File: src/rtl/fetch_unit.sv
// Instruction fetch unit: issues word fetches, queues {pc,instr} pairs for decode and
// drops stale responses after a redirect. Optional perf counters: define FETCH_PERF_CNT_EN.
module fetch_unit #(
  parameter logic [31:0] RESET_PC        = 32'h0000_0000,
  parameter int          FQ_DEPTH        = 4,
  parameter int          MAX_OUTSTANDING = 2
) (
  input  logic        clk,
  input  logic        reset,
  input  logic        redirect_valid,
  input  logic [31:0] redirect_pc,
  output logic        imem_req_valid,
  input  logic        imem_req_ready,
  output logic [31:0] imem_req_addr,
  input  logic        imem_resp_valid,
  input  logic [31:0] imem_resp_data,
  output logic        out_valid,
  input  logic        out_ready,
  output logic [31:0] out_pc,
  output logic [31:0] out_instr
`ifdef FETCH_PERF_CNT_EN
  ,
  output logic [31:0] perf_fetched,
  output logic [31:0] perf_stall
`endif
);

  localparam int PTR_W = $clog2(FQ_DEPTH);
  localparam int CNT_W = $clog2(FQ_DEPTH + 1);
  localparam logic [CNT_W-1:0] DEPTH_C = CNT_W'(FQ_DEPTH);
  localparam logic [CNT_W-1:0] MAXO_C  = CNT_W'(MAX_OUTSTANDING);
  localparam logic STATE_RUN   = 1'b0;
  localparam logic STATE_FLUSH = 1'b1;

  logic [31:0]      fpc_q, fpc_d;
  logic [31:0]      rpc_q, rpc_d;
  logic [CNT_W-1:0] osc_q, osc_d;
  logic [CNT_W-1:0] dc_q, dc_d;
  logic [CNT_W-1:0] count_q, count_d;
  logic [PTR_W-1:0] wr_ptr_q, wr_ptr_d;
  logic [PTR_W-1:0] rd_ptr_q, rd_ptr_d;
  logic             state_q, state_d;
  logic [31:0]      fifo_pc_q [FQ_DEPTH];
  logic [31:0]      fifo_pc_d [FQ_DEPTH];
  logic [31:0]      fifo_instr_q [FQ_DEPTH];
  logic [31:0]      fifo_instr_d [FQ_DEPTH];

  logic             req_fire;
  logic             pop;
  logic             push;
  logic [CNT_W:0]   occupancy;

  always_comb begin
    fpc_d        = fpc_q;
    rpc_d        = rpc_q;
    osc_d        = osc_q;
    dc_d         = dc_q;
    count_d      = count_q;
    wr_ptr_d     = wr_ptr_q;
    rd_ptr_d     = rd_ptr_q;
    fifo_pc_d    = fifo_pc_q;
    fifo_instr_d = fifo_instr_q;
    push         = 1'b0;

    // Outstanding requests reserve queue slots so a response can always be accepted.
    occupancy      = {1'b0, osc_q} + {1'b0, count_q};
    imem_req_valid = reset && !redirect_valid && (osc_q < MAXO_C)
                     && (occupancy < {1'b0, DEPTH_C});
    req_fire       = imem_req_valid && imem_req_ready;
    out_valid      = (count_q != '0);
    pop            = out_valid && out_ready;

    if (redirect_valid) begin
      fpc_d    = redirect_pc & ~32'd3;
      rpc_d    = redirect_pc & ~32'd3;
      osc_d    = osc_q - CNT_W'(imem_resp_valid);
      dc_d     = osc_q - CNT_W'(imem_resp_valid);
      count_d  = '0;
      wr_ptr_d = '0;
      rd_ptr_d = '0;
    end else begin
      if (req_fire) begin
        fpc_d = fpc_q + 32'd4;
      end
      osc_d = osc_q + CNT_W'(req_fire) - CNT_W'(imem_resp_valid);
      if (imem_resp_valid) begin
        if (state_q == STATE_FLUSH) begin
          dc_d = dc_q - CNT_W'(1);
        end else begin
          push  = 1'b1;
          rpc_d = rpc_q + 32'd4;
        end
      end
      if (push) begin
        fifo_pc_d[wr_ptr_q]    = rpc_q;
        fifo_instr_d[wr_ptr_q] = imem_resp_data;
        wr_ptr_d               = wr_ptr_q + PTR_W'(1);
      end
      if (pop) begin
        rd_ptr_d = rd_ptr_q + PTR_W'(1);
      end
      count_d = count_q + CNT_W'(push) - CNT_W'(pop);
    end

    state_d = (dc_d != '0) ? STATE_FLUSH : STATE_RUN;
  end

  assign imem_req_addr = fpc_q;
  assign out_pc        = out_valid ? fifo_pc_q[rd_ptr_q] : 32'h0;
  assign out_instr     = out_valid ? fifo_instr_q[rd_ptr_q] : 32'h0;

  always_ff @(posedge clk or negedge reset) begin
    if (!reset) begin
      fpc_q    <= RESET_PC;
      rpc_q    <= RESET_PC;
      osc_q    <= '0;
      dc_q     <= '0;
      count_q  <= '0;
      wr_ptr_q <= '0;
      rd_ptr_q <= '0;
      state_q  <= STATE_RUN;
    end else begin
      fpc_q    <= fpc_d;
      rpc_q    <= rpc_d;
      osc_q    <= osc_d;
      dc_q     <= dc_d;
      count_q  <= count_d;
      wr_ptr_q <= wr_ptr_d;
      rd_ptr_q <= rd_ptr_d;
      state_q  <= state_d;
    end
  end

  // Queue storage is qualified by count_q, so it needs no reset.
  always_ff @(posedge clk) begin
    fifo_pc_q    <= fifo_pc_d;
    fifo_instr_q <= fifo_instr_d;
  end

`ifdef FETCH_PERF_CNT_EN
  logic [31:0] perf_fetched_q, perf_fetched_d;
  logic [31:0] perf_stall_q, perf_stall_d;

  always_comb begin
    perf_fetched_d = perf_fetched_q + 32'(pop);
    perf_stall_d   = perf_stall_q + 32'(out_ready && !out_valid);
  end

  always_ff @(posedge clk or negedge reset) begin
    if (!reset) begin
      perf_fetched_q <= '0;
      perf_stall_q   <= '0;
    end else begin
      perf_fetched_q <= perf_fetched_d;
      perf_stall_q   <= perf_stall_d;
    end
  end

  assign perf_fetched = perf_fetched_q;
  assign perf_stall   = perf_stall_q;
`endif

endmodule

File: config.mk
export PLATFORM = sky130hd
export DESIGN_NAME = fetch_unit
export DESIGN_NICKNAME = d
export VERILOG_FILES = /design/src/rtl/fetch_unit.sv
export SDC_FILE = /design/constraint.sdc
export NUM_CORES = 1
export LEC_CHECK = 0
export BUFFER_PORTS_ARGS = -buffer_cell sky130_fd_sc_hd__buf_2
export CAP_MARGIN = 30
export CORE_ASPECT_RATIO = 1.2
export CORE_UTILIZATION = 35
export CTS_BUF_LIST = sky130_fd_sc_hd__clkbuf_2
export CTS_CLUSTER_DIAMETER = 120
export DETAILED_ROUTE_END_ITERATION = 8
export PLACE_DENSITY_LB_ADDON = 0.05
export SLEW_MARGIN = 30
export SYNTH_ARGS = -nofsm -noshare
export SYNTH_HDL_FRONTEND = slang
export SYNTH_SLANG_ARGS = --single-unit
File: constraint.sdc
create_clock -name clk -period 3.25 [get_ports clk]
set_clock_uncertainty 0.1 [all_clocks]
set_input_delay 0.1625 -clock clk [delete_from_list [all_inputs] [get_ports clk]]
set_output_delay 0.1625 -clock clk [all_outputs]
set_load 0.005 [all_outputs]
==> report_table.html, run 1 <==
<table>
<tr><th>Metric</th><th>Value</th></tr>
<tr><th colspan="2">Timing</th></tr>
<tr><td>Setup tns final</td><td>0 ns</td></tr>
<tr><td>Time the worst path needs with I/O delays and setup</td><td>2.94 ns</td></tr>
<tr><td>Fin. max-slew vios</td><td>0</td></tr>
<tr><td>Headroom to the max-slew limit</td><td>0.474</td></tr>
<tr><td>Hold violation total from the final report</td><td>0</td></tr>
<tr><td>FMAX</td><td>340 MHz</td></tr>
<tr><td>Portion of the clock cycle consumed by the worst path in the final layout</td><td>0.905</td></tr>
<tr><td>Actual transition at the worst max-transition pin</td><td>0.786 ns</td></tr>
<tr><td>Setup-failing EPs final</td><td>0</td></tr>
<tr><td>RSZ-0062 raised after global routing</td><td>false</td></tr>
<tr><th colspan="2">Power and ir drop</th></tr>
<tr><td>Leakage power summed over all cells</td><td>6.46 nW</td></tr>
<tr><td>Power Density</td><td>600 mW/mm^2</td></tr>
<tr><td>Max VDD drop</td><td>271 uV</td></tr>
<tr><th colspan="2">Floorplan</th></tr>
<tr><td>Floorplan die height</td><td>219 um</td></tr>
<tr><td>Placeable core area</td><td>0.0382 mm^2</td></tr>
<tr><td>Die area</td><td>0.0399 mm^2</td></tr>
<tr><td>Boundary pin count</td><td>168</td></tr>
<tr><td>Starting density of the core</td><td>0.358</td></tr>
<tr><td>Die width</td><td>182 um</td></tr>
<tr><td>Core Rows</td><td>78</td></tr>
<tr><th colspan="2">Clocking</th></tr>
<tr><td>Worst-skew pair later-pin latency</td><td>0.90 ns</td></tr>
<tr><td>Worst-path clk slew</td><td>0.10 ns</td></tr>
<tr><td>Clk root buf</td><td>clkbuf_2</td></tr>
<tr><td>CTS H-tree depth</td><td>3</td></tr>
<tr><td>CTS tree</td><td>done</td></tr>
<tr><td>Clock Tree Buf Depth</td><td>3</td></tr>
<tr><td>Cts repair resizes</td><td>0</td></tr>
<tr><td>Clock buffer count from CTS</td><td>83</td></tr>
<tr><td>Clock tree sinks</td><td>322</td></tr>
<tr><th colspan="2">Place</th></tr>
<tr><td>DP Wirelength</td><td>19.9 mm</td></tr>
<tr><td>Total placed instance area</td><td>0.0152 mm^2</td></tr>
<tr><td>IO buf count</td><td>161</td></tr>
<tr><td>RD Place Congestion</td><td>0.760</td></tr>
<tr><th colspan="2">Setup path</th></tr>
<tr><td>Internal reg-to-reg setup slack</td><td>0.36 ns</td></tr>
<tr><td>Maximum net fanout on the critical path</td><td>26</td></tr>
<tr><td>Kind of capture point of the worst setup path</td><td>output port</td></tr>
<tr><td>Signal arrival time at the worst endpoint</td><td>2.68 ns</td></tr>
<tr><td>Worst setup path class</td><td>reg -&gt; out</td></tr>
<tr><td>WP data required</td><td>2.99 ns</td></tr>
<tr><td>Type of origin of the critical path</td><td>flip-flop</td></tr>
<tr><th colspan="2">Synthesis</th></tr>
<tr><td>Sequential cell area fraction in the yosys report</td><td>0.680</td></tr>
<tr><td>Synth area leaders</td><td>edfxtp_1 54%, dfrtp_1 14%, mux4_2 10%</td></tr>
<tr><td>Proportion of synthesized flip-flops having asynchronous set or reset</td><td>0.230</td></tr>
<tr><td>Top FF cell, synth</td><td>edfxtp_1</td></tr>
<tr><td>Unique masters post-synth</td><td>50</td></tr>
<tr><td>Top cells by count, synth</td><td>248 x edfxtp_1, 74 x dfrtp_1, 66 x and2_1, 62 x mux4_2, 48 x nand2_1</td></tr>
<tr><td>Top-count cell post-synth</td><td>edfxtp_1</td></tr>
<tr><td>Post-synthesis instance total</td><td>847</td></tr>
<tr><td>Synthesized flop and latch total</td><td>322</td></tr>
<tr><td>Proportion of netlist area held by the largest area contributor</td><td>0.545</td></tr>
<tr><td>Count of yosys warnings during synthesis</td><td>0</td></tr>
<tr><td>EDFF count, synth</td><td>248</td></tr>
<tr><td>Cell area after synthesis</td><td>0.0137 mm^2</td></tr>
<tr><td>Mean cell area of the mapped netlist</td><td>16.1 um^2</td></tr>
<tr><td>Cell accounting for the most synthesized area</td><td>edfxtp_1</td></tr>
<tr><th colspan="2">Global route</th></tr>
<tr><td>Total global routing track utilization</td><td>0.172</td></tr>
<tr><td>Initial antenna violation count</td><td>2</td></tr>
<tr><td>GRT overflow</td><td>0</td></tr>
<tr><td>Number of global-route vias before repair</td><td>9194</td></tr>
<tr><td>Wire length of the first global-routing pass</td><td>52.0 mm</td></tr>
<tr><td>Largest net degree at the start of global routing</td><td>64</td></tr>
<tr><th colspan="2">Detailed routing</th></tr>
<tr><td>Total wire length</td><td>32.8 mm</td></tr>
<tr><td>Number of vias per cell</td><td>4.85</td></tr>
<tr><td>1st-iter DRT viols</td><td>486</td></tr>
<tr><td>First-pass iteration count of the detailed router</td><td>4</td></tr>
<tr><td>Post-detailed-route wirelength per cell</td><td>18.3 um</td></tr>
<tr><td>DRC Markers</td><td>0</td></tr>
<tr><td>Total via count in the routed design</td><td>8718</td></tr>
<tr><td>Final ANT Viol Nets</td><td>0</td></tr>
<tr><th colspan="2">Outcome</th></tr>
<tr><td>Outcome</td><td>complete, no violations</td></tr>
<tr><th colspan="2">Layout</th></tr>
<tr><td>Total non-filler cell area in the finished layout</td><td>0.0173 mm^2</td></tr>
<tr><td>Relative area change from synthesis to final layout</td><td>26.6%</td></tr>
<tr><td>Share of cells above drive strength 1</td><td>0.320</td></tr>
<tr><td>Final Core Density</td><td>0.454</td></tr>
<tr><td># nets final</td><td>1299</td></tr>
<tr><td>FILL cells</td><td>3535</td></tr>
<tr><th colspan="2">Worst hold path</th></tr>
<tr><td>Hold WC Path Type</td><td>in -&gt; reg</td></tr>
<tr><th colspan="2">Flow run</th></tr>
<tr><td>Max Cap Viol</td><td>0</td></tr>
</table>
[flip-flops by register name (all words and copies together), names as in the netlist, 3 cells and up]
signal	cells
osc_q	3
count_q	3
dc_q	3
fifo_pc_q	120
fifo_instr_q	128
rpc_q	30
imem_req_addr	30
[power by group]
group          switching (mW)  internal, mW  total (mW)
clock                    1.64          1.05        2.69
combinational            1.27          1.43        2.71
sequential              0.284          4.70        4.98
[layout by cell type (no fill, tap or decap), types with 6 or more instances in the layout]
cell type	count
xnor2_1	27
buf_12	6
clkinv_1	23
edfxtp_1	248
clkbuf_2	116
dfrtp_1	72
nand4_1	17
mux2_2	14
a21boi_0	6
nor2_1	21
clkinv_2	6
mux4_2	62
buf_4	20
o311ai_0	9
a21oi_1	7
and2_1	66
o211ai_1	7
o21ai_0	34
nand3_1	37
xor2_1	18
inv_1	16
dlygate4sd3_1	132
a31oi_1	7
nand2_1	48
nor3_1	7
ha_1	16
and3_1	11
buf_2	160
[worst max-delay path, cell delays in order, from the launching register on]
cell,delay (ns)
dfrtp_4,0.65
buf_12,0.29
mux4_2,0.55
and2_1,0.17
buf_2,0.12
[routing by layer]
metal	GRT usage	vias to the layer above	wire length (um)
met5	0	-	0
met4	0.0597	0	474
met3	0.0413	43	1640
met2	0.277	249	15900
met1	0.226	4387	14800
li1	-	4039	-
[worst paths after layout]
kind | start | end | depth (start not counted)
setup / recovery | rd_ptr_q[0]$_DFFE_PN0P_ | out_pc[17] | 4
hold / removal | redirect_valid | count_q[1]$_DFF_PN0_ | 4
setup reg to reg | osc_q[2]$_DFF_PN0_ | imem_req_addr[15]$_DFFE_PN0N_ | 8
hold reg to reg | wr_ptr_q[1]$_DFFE_PN0P_ | wr_ptr_q[1]$_DFFE_PN0P_ | 2
max in group asynchronous | reset | rd_ptr_q[0]$_DFFE_PN0P_ | 5
min in group asynchronous | reset | rpc_q[30]$_DFFE_PN0P_ | 4
[stage by stage]
stage	hold slack [ns]	setup slack (ns)	total power, mW	instances
2_1_floorplan	-0.233	0.323	6.60	850
3_3_place_gp	0.166	0.612	7.73	1512
3_5_place_dp	0.163	0.583	7.74	1513
4_1_cts	0.00436	0.112	10.6	1794
5_1_grt	0.0518	0.0574	11.1	1796
6_report	0.121	0.310	10.4	1796
[layout make-up]
cell class | instances | area (um^2) | area share
Antenna cell | 2 | 5.00 | 0.000289
Clock buffer | 116 | 581 | 0.0335
Clock inverter | 32 | 154 | 0.00889
Inverter | 17 | 63.8 | 0.00369
Multi-Input combinational cell | 468 | 4150 | 0.240
Sequential cell | 322 | 9300 | 0.537
Tap cell | 520 | 651 | 0.0376
Timing Repair Buffer | 319 | 2410 | 0.139
[timing repair]
item	4_1_cts	5_1_grt
hold endpoints to repair	307	0
buffers inserted	1	0
setup endpoints to repair	39	0
hold buffers	132	0
[cell families after synthesis]
logic type	Yosys count	share of synthesized area
flops	322	0.680
simple gates	247	0.105
compound gates	77	0.0353
mux	77	0.114
buf+inv	60	0.0187
xor+xnor	45	0.0288
fa+ha+maj	18	0.0176
other cells	1	0.000274
No activity file was read; power rests on OpenSTA's default activity.
==> inputs of run 2 (changes only) <==
--- a/config.mk
+++ b/config.mk
@@ -7,7 +7,7 @@
 export LEC_CHECK = 0
 export BUFFER_PORTS_ARGS = -buffer_cell sky130_fd_sc_hd__buf_2
 export CAP_MARGIN = 30
-export CORE_ASPECT_RATIO = 1.2
+export CORE_ASPECT_RATIO = 0.8
 export CORE_UTILIZATION = 35
 export CTS_BUF_LIST = sky130_fd_sc_hd__clkbuf_2
 export CTS_CLUSTER_DIAMETER = 120
==> run 2 against run 1 <==
  * Sequential power about the same
  * Sequential share of layout area decreased by 0.39 points
  * Critical path depth rose by 4
  * Global-route usage increased by 0.71 points
  * Cell area grew 0.73%
  * Worst hold slack gained 0.014 ns
  * Die area hardly changed
  * Power is 2.1% higher
  * Non-clock buffer count increased by 11
  * First-iteration DRC count down 15%
  * Critical endpoint is now imem_req_addr[19]$_DFFE_PN0N_
  * Largest cell class unchanged
  * Largest power group unchanged
==> report_table.html, run 2 (synthesized netlist as in run 1, its figures left out) <==
<table>
<tr><th>Metric</th><th>Value</th></tr>
<tr><th colspan="2">Worst hold path</th></tr>
<tr><td>Min-Delay Path Depth</td><td>5 (+1)</td></tr>
<tr><td>Startpoint of the worst hold path</td><td>out_ready</td></tr>
<tr><td>End point of the worst hold path</td><td>rd_ptr_q[0]$_DFFE_PN0P_</td></tr>
<tr><td>Hold WC Path Type</td><td>in -&gt; reg</td></tr>
<tr><th colspan="2">Setup path</th></tr>
<tr><td>WP data required</td><td>3.95 ns (+0.96 ns)</td></tr>
<tr><td>Cell family contributing the most delay on the critical path</td><td>buffers and inverters</td></tr>
<tr><td>FF-to-FF End</td><td>imem_req_addr[19]$_DFFE_PN0N_</td></tr>
<tr><td>Slowest cell delay on critical path</td><td>0.55 ns (-0.10 ns)</td></tr>
<tr><td>Worst r2r src</td><td>osc_q[2]$_DFF_PN0_</td></tr>
<tr><td>Worst-path cell with the longest stage delay</td><td>dlygate4sd3_1</td></tr>
<tr><td>Internal reg-to-reg setup slack</td><td>0.31 ns (-0.05 ns)</td></tr>
<tr><td>Worst setup path class</td><td>reg -&gt; reg</td></tr>
<tr><td>Crit. Startpoint</td><td>osc_q[2]$_DFF_PN0_</td></tr>
<tr><td>Type of origin of the critical path</td><td>flip-flop</td></tr>
<tr><td>Path depth of the worst reg2reg path</td><td>8 (unchanged)</td></tr>
<tr><td>Crit path cell chain</td><td>ha_1, nor4b_1, and4_1, buf_4, nor2_2, a21o_1, a221o_1, dlygate4sd3_1</td></tr>
<tr><td>Kind of capture point of the worst setup path</td><td>flip-flop</td></tr>
<tr><td>Signal arrival time at the worst endpoint</td><td>3.65 ns (+0.97 ns)</td></tr>
<tr><td>Maximum net fanout on the critical path</td><td>18 (-31%)</td></tr>
<tr><td>Sum of buffers and inverters on the critical path</td><td>2 (unchanged)</td></tr>
<tr><th colspan="2">Layout</th></tr>
<tr><td>Final instance count without filler cells</td><td>1782 (-0.78%)</td></tr>
<tr><td>Leading cell type in the layout, fill and taps excluded</td><td>edfxtp_1</td></tr>
<tr><td>Final Core Density</td><td>0.455 (+0.000957)</td></tr>
<tr><td>Flip-flop count of the largest register after layout</td><td>128 (unchanged)</td></tr>
<tr><td>Total non-filler cell area in the finished layout</td><td>0.0174 mm^2 (+0.73%)</td></tr>
<tr><td># nets final</td><td>1311 (+0.92%)</td></tr>
<tr><td>Most flops, register</td><td>fifo_instr_q</td></tr>
<tr><td>Most frequent cells in the layout</td><td>248 x edfxtp_1, 160 x buf_2, 141 x dlygate4sd3_1</td></tr>
<tr><td>FILL cells</td><td>3526 (-0.25%)</td></tr>
<tr><td>Relative area change from synthesis to final layout</td><td>27.5%</td></tr>
<tr><td>Top flop regs</td><td>fifo_instr_q (128), fifo_pc_q (120)</td></tr>
<tr><td>Share of cells above drive strength 1</td><td>0.329 (+0.00868)</td></tr>
<tr><th colspan="2">Timing</th></tr>
<tr><td>RSZ-0062 raised after global routing</td><td>false</td></tr>
<tr><td>Setup-failing EPs final</td><td>0 (unchanged)</td></tr>
<tr><td>FMAX</td><td>340 MHz (-0.15%)</td></tr>
<tr><td>Actual transition at the worst max-transition pin</td><td>0.689 ns (-0.0970 ns)</td></tr>
<tr><td>Fin. max-slew vios</td><td>0 (unchanged)</td></tr>
<tr><td>Headroom to the max-slew limit</td><td>0.541 (+0.0666)</td></tr>
<tr><td>Setup tns final</td><td>0 ns (unchanged)</td></tr>
<tr><td>Portion of the clock cycle consumed by the worst path in the final layout</td><td>0.906 (+0.00140)</td></tr>
<tr><td>Time the worst path needs with I/O delays and setup</td><td>2.94 ns (+0.00455 ns)</td></tr>
<tr><td>Hold violation total from the final report</td><td>0 (unchanged)</td></tr>
<tr><th colspan="2">Clocking</th></tr>
<tr><td>Worst-skew pair later-pin latency</td><td>0.96 ns (+0.06 ns)</td></tr>
<tr><td>CTS H-tree depth</td><td>3 (unchanged)</td></tr>
<tr><td>Clock buffer count from CTS</td><td>84 (+1.2%)</td></tr>
<tr><td>CTS tree</td><td>done</td></tr>
<tr><td>Worst-path clk slew</td><td>0.11 ns (about the same)</td></tr>
<tr><td>Clock Tree Buf Depth</td><td>3 (unchanged)</td></tr>
<tr><td>Clock tree sinks</td><td>322 (unchanged)</td></tr>
<tr><td>Clk root buf</td><td>clkbuf_2</td></tr>
<tr><th colspan="2">Global route</th></tr>
<tr><td>Wire length of the first global-routing pass</td><td>53.6 mm (+3.2%)</td></tr>
<tr><td>GRT overflow</td><td>0 (unchanged)</td></tr>
<tr><td>Initial antenna violation count</td><td>1 (-1)</td></tr>
<tr><td>Largest net degree at the start of global routing</td><td>64 (unchanged)</td></tr>
<tr><td>Number of global-route vias before repair</td><td>9111 (-0.90%)</td></tr>
<tr><td>Total global routing track utilization</td><td>0.179 (+0.00707)</td></tr>
<tr><th colspan="2">Place</th></tr>
<tr><td>IO buf count</td><td>161 (unchanged)</td></tr>
<tr><td>Total placed instance area</td><td>0.0152 mm^2 (-0.16%)</td></tr>
<tr><td>DP Wirelength</td><td>21.1 mm (+6.1%)</td></tr>
<tr><td>RD Place Congestion</td><td>0.766 (+0.78%)</td></tr>
<tr><td>Post-placement cell count</td><td>1488 (-1.7%)</td></tr>
<tr><th colspan="2">Detailed routing</th></tr>
<tr><td>1st-iter DRT viols</td><td>411 (-15%)</td></tr>
<tr><td>Post-detailed-route wirelength per cell</td><td>19.2 um (+5.0%)</td></tr>
<tr><td>First-pass iteration count of the detailed router</td><td>5 (+1)</td></tr>
<tr><td>Number of vias per cell</td><td>4.87 (+0.30%)</td></tr>
<tr><td>Total via count in the routed design</td><td>8676 (-0.48%)</td></tr>
<tr><td>DRC Markers</td><td>0 (unchanged)</td></tr>
<tr><td>Total wire length</td><td>34.2 mm (+4.2%)</td></tr>
<tr><td>Final ANT Viol Nets</td><td>0 (unchanged)</td></tr>
<tr><th colspan="2">Floorplan</th></tr>
<tr><td>Boundary pin count</td><td>168 (unchanged)</td></tr>
<tr><td>Core Rows</td><td>64 (-18%)</td></tr>
<tr><td>Starting density of the core</td><td>0.356 (-0.00185)</td></tr>
<tr><td>Die width</td><td>223 um (+22%)</td></tr>
<tr><td>Die area</td><td>0.0399 mm^2 (about the same)</td></tr>
<tr><td>Floorplan die height</td><td>179 um (-18%)</td></tr>
<tr><td>Placeable core area</td><td>0.0384 mm^2 (+0.52%)</td></tr>
<tr><th colspan="2">Outcome</th></tr>
<tr><td>Outcome</td><td>complete, no violations</td></tr>
<tr><th colspan="2">Power and ir drop</th></tr>
<tr><td>Max VDD drop</td><td>375 uV (+39%)</td></tr>
<tr><td>Leakage power summed over all cells</td><td>6.54 nW (+1.2%)</td></tr>
<tr><td>Power Density</td><td>608 mW/mm^2 (+1.4%)</td></tr>
<tr><th colspan="2">Flow run</th></tr>
<tr><td>Max Cap Viol</td><td>0 (unchanged)</td></tr>
</table>
==> run 2: changes by cell type in the layout (fill, tap and decap cells not counted), moves of 2 or more <==
cell	before	now
clkbuf_2	116	129
clkinv_2	6	1
buf_4	20	22
clkinv_4	0	2
clkinv_1	23	12
clkinvlp_4	0	2
dlygate4sd3_1	132	141
==> run 2: metrics by stage <==
step,setup slack (ns),hold WS [ns],power [mW]
3_5_place_dp,0.583,0.196,7.78
5_1_grt,0.0746,0.0498,11.3
4_1_cts,0.131,0.0173,10.8
6_report,0.306,0.135,10.6
2_1_floorplan,0.323,-0.233,6.60
3_3_place_gp,0.623,0.202,7.76
==> run 2: worst max path at each step <==
stage / slack, ns / depth (start not counted) / to
final: 0.31 / 8 / imem_req_addr[19]$_DFFE_PN0N_
after floorplan: 0.32 / 3 / fifo_instr_q[0]$_DFFE_PP_
after global placement: 0.62 / 10 / osc_q[2]$_DFF_PN0_
after detailed placement: 0.58 / 10 / osc_q[2]$_DFF_PN0_
after global routing: 0.07 / 4 / out_instr[9]
after CTS: 0.13 / 4 / out_pc[31]
==> run 2: area by class of cell <==
type                    count  area (um^2)  share of cell area
clock inverters            20          125             0.00718
multi-input cells         468         4150               0.238
diodes                      1         2.50            0.000144
flip-flops and latches    322         9300               0.534
repair buffers            330         2520               0.145
well taps                 495          619              0.0355
clock buffers             129          646              0.0370
inverters                  17         63.8             0.00366
==> run 2: worst register-to-register path, stage by stage, from the launching register on <==
cell and delay [ns]:
dfrtp_1 0.42, ha_1 0.31, nor4b_1 0.29, and4_1 0.27
buf_4 0.25, nor2_2 0.19, a21o_1 0.20, a221o_1 0.28
dlygate4sd3_1 0.55
==> run 2: report_power, final <==
group | leakage [nW] | switching, mW | internal, mW | total, mW
Combinational | 2.83 | 1.34 | 1.47 | 2.81
Clock | 0.590 | 1.68 | 1.14 | 2.82
Sequential | 3.12 | 0.267 | 4.70 | 4.97
==> run 2: metal layers <==
layer / track usage / up-vias / part of all wire
met3: 0.0483 / 62 / 0.053
li1: - / 4067 / -
met2: 0.277 / 219 / 0.45
met4: 0.0546 / 0 / 0.020
met5: 0 / - / 0
met1: 0.245 / 4328 / 0.47
==> run 2: repair_timing <==
action / 4_1_cts / 5_1_grt
buffers inserted: 3 / 0
hold endpoints to repair: 288 / 0
setup endpoints to repair: 12 / 0
hold buffers: 141 / 0
gates resized for setup: 1 / 0
==> inputs of run 3 (changes only) <==
--- a/config.mk
+++ b/config.mk
@@ -8,9 +8,9 @@
 export BUFFER_PORTS_ARGS = -buffer_cell sky130_fd_sc_hd__buf_2
 export CAP_MARGIN = 30
 export CORE_ASPECT_RATIO = 0.8
+export CORE_MARGIN = 2
 export CORE_UTILIZATION = 35
-export CTS_BUF_LIST = sky130_fd_sc_hd__clkbuf_2
-export CTS_CLUSTER_DIAMETER = 120
+export CTS_BUF_LIST = sky130_fd_sc_hd__clkbuf_16
 export DETAILED_ROUTE_END_ITERATION = 8
 export PLACE_DENSITY_LB_ADDON = 0.05
 export SLEW_MARGIN = 30
==> run 3 against run 2 <==
  * Combinational power down 6%
  * Power up 11%
  * Via count down 7.2%
  * Count of clock-buffer cells in the layout down 92
  * Critical endpoint is now out_pc[29]
  * Critical path type is now reg -> out
  * Global-route usage down 1.2 points
==> report_table.html, run 3 (synthesized netlist as in run 1, its figures left out) <==
<table>
<tr><th>Metric</th><th>Value</th></tr>
<tr><th colspan="2">Clocking</th></tr>
<tr><td>CTS tree</td><td>done</td></tr>
<tr><td>Worst-skew pair later-pin latency</td><td>0.52 ns (-0.44 ns)</td></tr>
<tr><td>Clock Tree Buf Depth</td><td>3 (unchanged)</td></tr>
<tr><td>Worst-path clk slew</td><td>0.07 ns (-0.04 ns)</td></tr>
<tr><td>CTS H-tree depth</td><td>2 (-1)</td></tr>
<tr><td>Clock tree sinks</td><td>322 (unchanged)</td></tr>
<tr><td>Clk root buf</td><td>clkbuf_16</td></tr>
<tr><td>Cts repair resizes</td><td>0 (-1)</td></tr>
<tr><td>Clock buffer count from CTS</td><td>36 (-57%)</td></tr>
<tr><td>Setup bufs post-CTS</td><td>0 (-3)</td></tr>
<tr><th colspan="2">Floorplan</th></tr>
<tr><td>Boundary pin count</td><td>168 (unchanged)</td></tr>
<tr><td>Floorplan die height</td><td>181 um (+1.1%)</td></tr>
<tr><td>Starting density of the core</td><td>0.356 (unchanged)</td></tr>
<tr><td>Placeable core area</td><td>0.0384 mm^2 (unchanged)</td></tr>
<tr><td>Die width</td><td>225 um (+0.90%)</td></tr>
<tr><td>Core Rows</td><td>64 (unchanged)</td></tr>
<tr><td>Die area</td><td>0.0407 mm^2 (+2.0%)</td></tr>
<tr><th colspan="2">Power and ir drop</th></tr>
<tr><td>Power Density</td><td>687 mW/mm^2 (+13%)</td></tr>
<tr><td>Logic pwr share</td><td>0.226 (-0.039)</td></tr>
<tr><td>Post-route total power</td><td>11.7 mW (+11%)</td></tr>
<tr><td>Switching share of total power</td><td>0.272 (-0.0386)</td></tr>
<tr><td>Switching component of the power</td><td>3.19 mW (-3.2%)</td></tr>
<tr><td>Max VDD drop</td><td>375 uV (about the same)</td></tr>
<tr><td>Internal cell power</td><td>8.54 mW (+17%)</td></tr>
<tr><td>Leakage power summed over all cells</td><td>6.24 nW (-4.5%)</td></tr>
<tr><td>Power share of the clock group</td><td>0.347 (+0.081)</td></tr>
<tr><td>Portion of total power attributed to sequential cells</td><td>0.427 (-0.042)</td></tr>
<tr><th colspan="2">Setup path</th></tr>
<tr><td>Maximum net fanout on the critical path</td><td>34 (+16)</td></tr>
<tr><td>Slowest cell delay on critical path</td><td>0.62 ns (+0.07 ns)</td></tr>
<tr><td>Cell family contributing the most delay on the critical path</td><td>flip-flops</td></tr>
<tr><td>Worst-path cell with the longest stage delay</td><td>dfrtp_4</td></tr>
<tr><td>Kind of capture point of the worst setup path</td><td>output port</td></tr>
<tr><td>Sum of buffers and inverters on the critical path</td><td>2 (unchanged)</td></tr>
<tr><td>Crit path cell chain</td><td>buf_12, mux4_2, and2_1, buf_2</td></tr>
<tr><td>Worst setup path class</td><td>reg -&gt; out</td></tr>
<tr><td>Worst r2r src</td><td>osc_q[2]$_DFF_PN0_</td></tr>
<tr><td>Crit. Startpoint</td><td>rd_ptr_q[0]$_DFFE_PN0P_</td></tr>
<tr><td>WP data required</td><td>2.99 ns (-0.96 ns)</td></tr>
<tr><td>Signal arrival time at the worst endpoint</td><td>2.38 ns (-1.27 ns)</td></tr>
<tr><td>Type of origin of the critical path</td><td>flip-flop</td></tr>
<tr><th colspan="2">Global route</th></tr>
<tr><td>Total global routing track utilization</td><td>0.166 (-0.0122)</td></tr>
<tr><td>GRT overflow</td><td>0 (unchanged)</td></tr>
<tr><td>Number of global-route vias before repair</td><td>8387 (-7.9%)</td></tr>
<tr><td>Initial antenna violation count</td><td>0 (-1)</td></tr>
<tr><td>Wire length of the first global-routing pass</td><td>51.3 mm (-4.4%)</td></tr>
<tr><td>Largest net degree at the start of global routing</td><td>64 (unchanged)</td></tr>
<tr><th colspan="2">Layout</th></tr>
<tr><td>Antenna diode count</td><td>0 (-1)</td></tr>
<tr><td>Final instance count without filler cells</td><td>1620 (-9.1%)</td></tr>
<tr><td>Most flops, register</td><td>fifo_instr_q</td></tr>
<tr><td>Most frequent cells in the layout</td><td>248 x edfxtp_1, 160 x buf_2, 72 x dfrtp_1</td></tr>
<tr><td>Leading cell type in the layout, fill and taps excluded</td><td>edfxtp_1</td></tr>
<tr><td>Flip-flop count of the largest register after layout</td><td>128 (unchanged)</td></tr>
<tr><td>Share of cells above drive strength 1</td><td>0.296 (-0.0329)</td></tr>
<tr><td>Relative area change from synthesis to final layout</td><td>24.8%</td></tr>
<tr><td>Total non-filler cell area in the finished layout</td><td>0.0171 mm^2 (-2.2%)</td></tr>
<tr><td># nets final</td><td>1186 (-9.5%)</td></tr>
<tr><td>Top flop regs</td><td>fifo_instr_q (128), fifo_pc_q (120)</td></tr>
<tr><td>Final Core Density</td><td>0.445 (-0.00988)</td></tr>
<tr><th colspan="2">Timing</th></tr>
<tr><td>Setup-failing EPs final</td><td>0 (unchanged)</td></tr>
<tr><td>Setup tns final</td><td>0 ns (unchanged)</td></tr>
<tr><td>Actual transition at the worst max-transition pin</td><td>0.679 ns (-0.00986 ns)</td></tr>
<tr><td>Hold violation total from the final report</td><td>0 (unchanged)</td></tr>
<tr><td>Portion of the clock cycle consumed by the worst path in the final layout</td><td>0.812 (-0.0936)</td></tr>
<tr><td>Smallest hold slack</td><td>0.0300 ns (-0.105 ns)</td></tr>
<tr><td>Time the worst path needs with I/O delays and setup</td><td>2.64 ns (-0.304 ns)</td></tr>
<tr><td>Fin. max-slew vios</td><td>0 (unchanged)</td></tr>
<tr><td>Headroom to the max-slew limit</td><td>0.547 (+0.00657)</td></tr>
<tr><td>Slack of the critical path</td><td>0.610 ns (+0.304 ns)</td></tr>
<tr><td>FMAX</td><td>379 MHz (+12%)</td></tr>
<tr><td>RSZ-0062 raised after global routing</td><td>false</td></tr>
<tr><th colspan="2">Place</th></tr>
<tr><td>DP Wirelength</td><td>21.6 mm (+2.3%)</td></tr>
<tr><td>RD Place Congestion</td><td>0.766 (unchanged)</td></tr>
<tr><td>Total placed instance area</td><td>0.0153 mm^2 (+0.26%)</td></tr>
<tr><td>Worst Setup Slack post-DPL</td><td>0.604 ns (+0.0212 ns)</td></tr>
<tr><td>IO buf count</td><td>161 (unchanged)</td></tr>
<tr><td>Post-placement cell count</td><td>1492 (+0.27%)</td></tr>
<tr><th colspan="2">Detailed routing</th></tr>
<tr><td>Total via count in the routed design</td><td>8054 (-7.2%)</td></tr>
<tr><td>First-pass iteration count of the detailed router</td><td>4 (-1)</td></tr>
<tr><td>Total wire length</td><td>33.3 mm (-2.7%)</td></tr>
<tr><td>Final ANT Viol Nets</td><td>0 (unchanged)</td></tr>
<tr><td>Post-detailed-route wirelength per cell</td><td>20.5 um (+7.0%)</td></tr>
<tr><td>Number of vias per cell</td><td>4.97 (+2.1%)</td></tr>
<tr><td>DRC Markers</td><td>0 (unchanged)</td></tr>
<tr><td>1st-iter DRT viols</td><td>476 (+16%)</td></tr>
<tr><th colspan="2">Worst hold path</th></tr>
<tr><td>Startpoint of the worst hold path</td><td>redirect_pc[10]</td></tr>
<tr><td>Hold WC Path Type</td><td>in -&gt; reg</td></tr>
<tr><th colspan="2">Flow run</th></tr>
<tr><td>Max Cap Viol</td><td>0 (unchanged)</td></tr>
<tr><th colspan="2">Outcome</th></tr>
<tr><td>Outcome</td><td>complete, no violations</td></tr>
</table>
[run 3: layout make-up]
type | count | area, um^2
flip-flops and latches | 322 | 9300
fillers | 3465 | 21300
clock inverters | 28 | 249
clock buffers | 37 | 926
inverters | 17 | 63.8
multi-input cells | 468 | 4150
well taps | 495 | 619
repair buffers | 253 | 1740
[run 3: final timing paths]
check	endpoint	slack (ns)	cells after the start
worst min-delay path	rpc_q[10]$_DFFE_PN0P_	0.03	3
worst max register to register	osc_q[2]$_DFF_PN0_	0.63	10
max in group asynchronous	rd_ptr_q[0]$_DFFE_PN0P_	1.88	4
worst min register to register	fifo_pc_q[63]$_DFFE_PP_	0.47	0
min in group asynchronous	imem_req_addr[15]$_DFFE_PN0N_	0.16	3
worst max-delay path	out_pc[29]	0.61	4
[run 3: power by group through the flow]
stage               clock network (mW)  registers, mW  logic [mW]
CTS                               4.20           5.01        2.76
global placement                     0           5.09        2.70
global route                      4.35           5.05        2.98
finish                            4.07           5.01        2.65
detailed placement                   0           5.09        2.69
floorplan                            0           4.95        1.65
[run 3: timing repair]
| item | in CTS | in global routing |
|---|---|---|
| hold buffers | 63 | 0 |
| hold endpoints to repair | 219 | 0 |
| setup endpoints to repair | 0 | 0 |
[run 3: layer usage]
metal,track usage,routed length (um)
met1,0.241,16000
met2,0.251,14800
met3,0.0351,1650
met4,0.0522,812
met5,0,0
[run 3: tightest hold or removal path, stage by stage]
cell,delay [ns]
buf_2,0.11
nand2b_1,0.19
a21boi_0,0.15
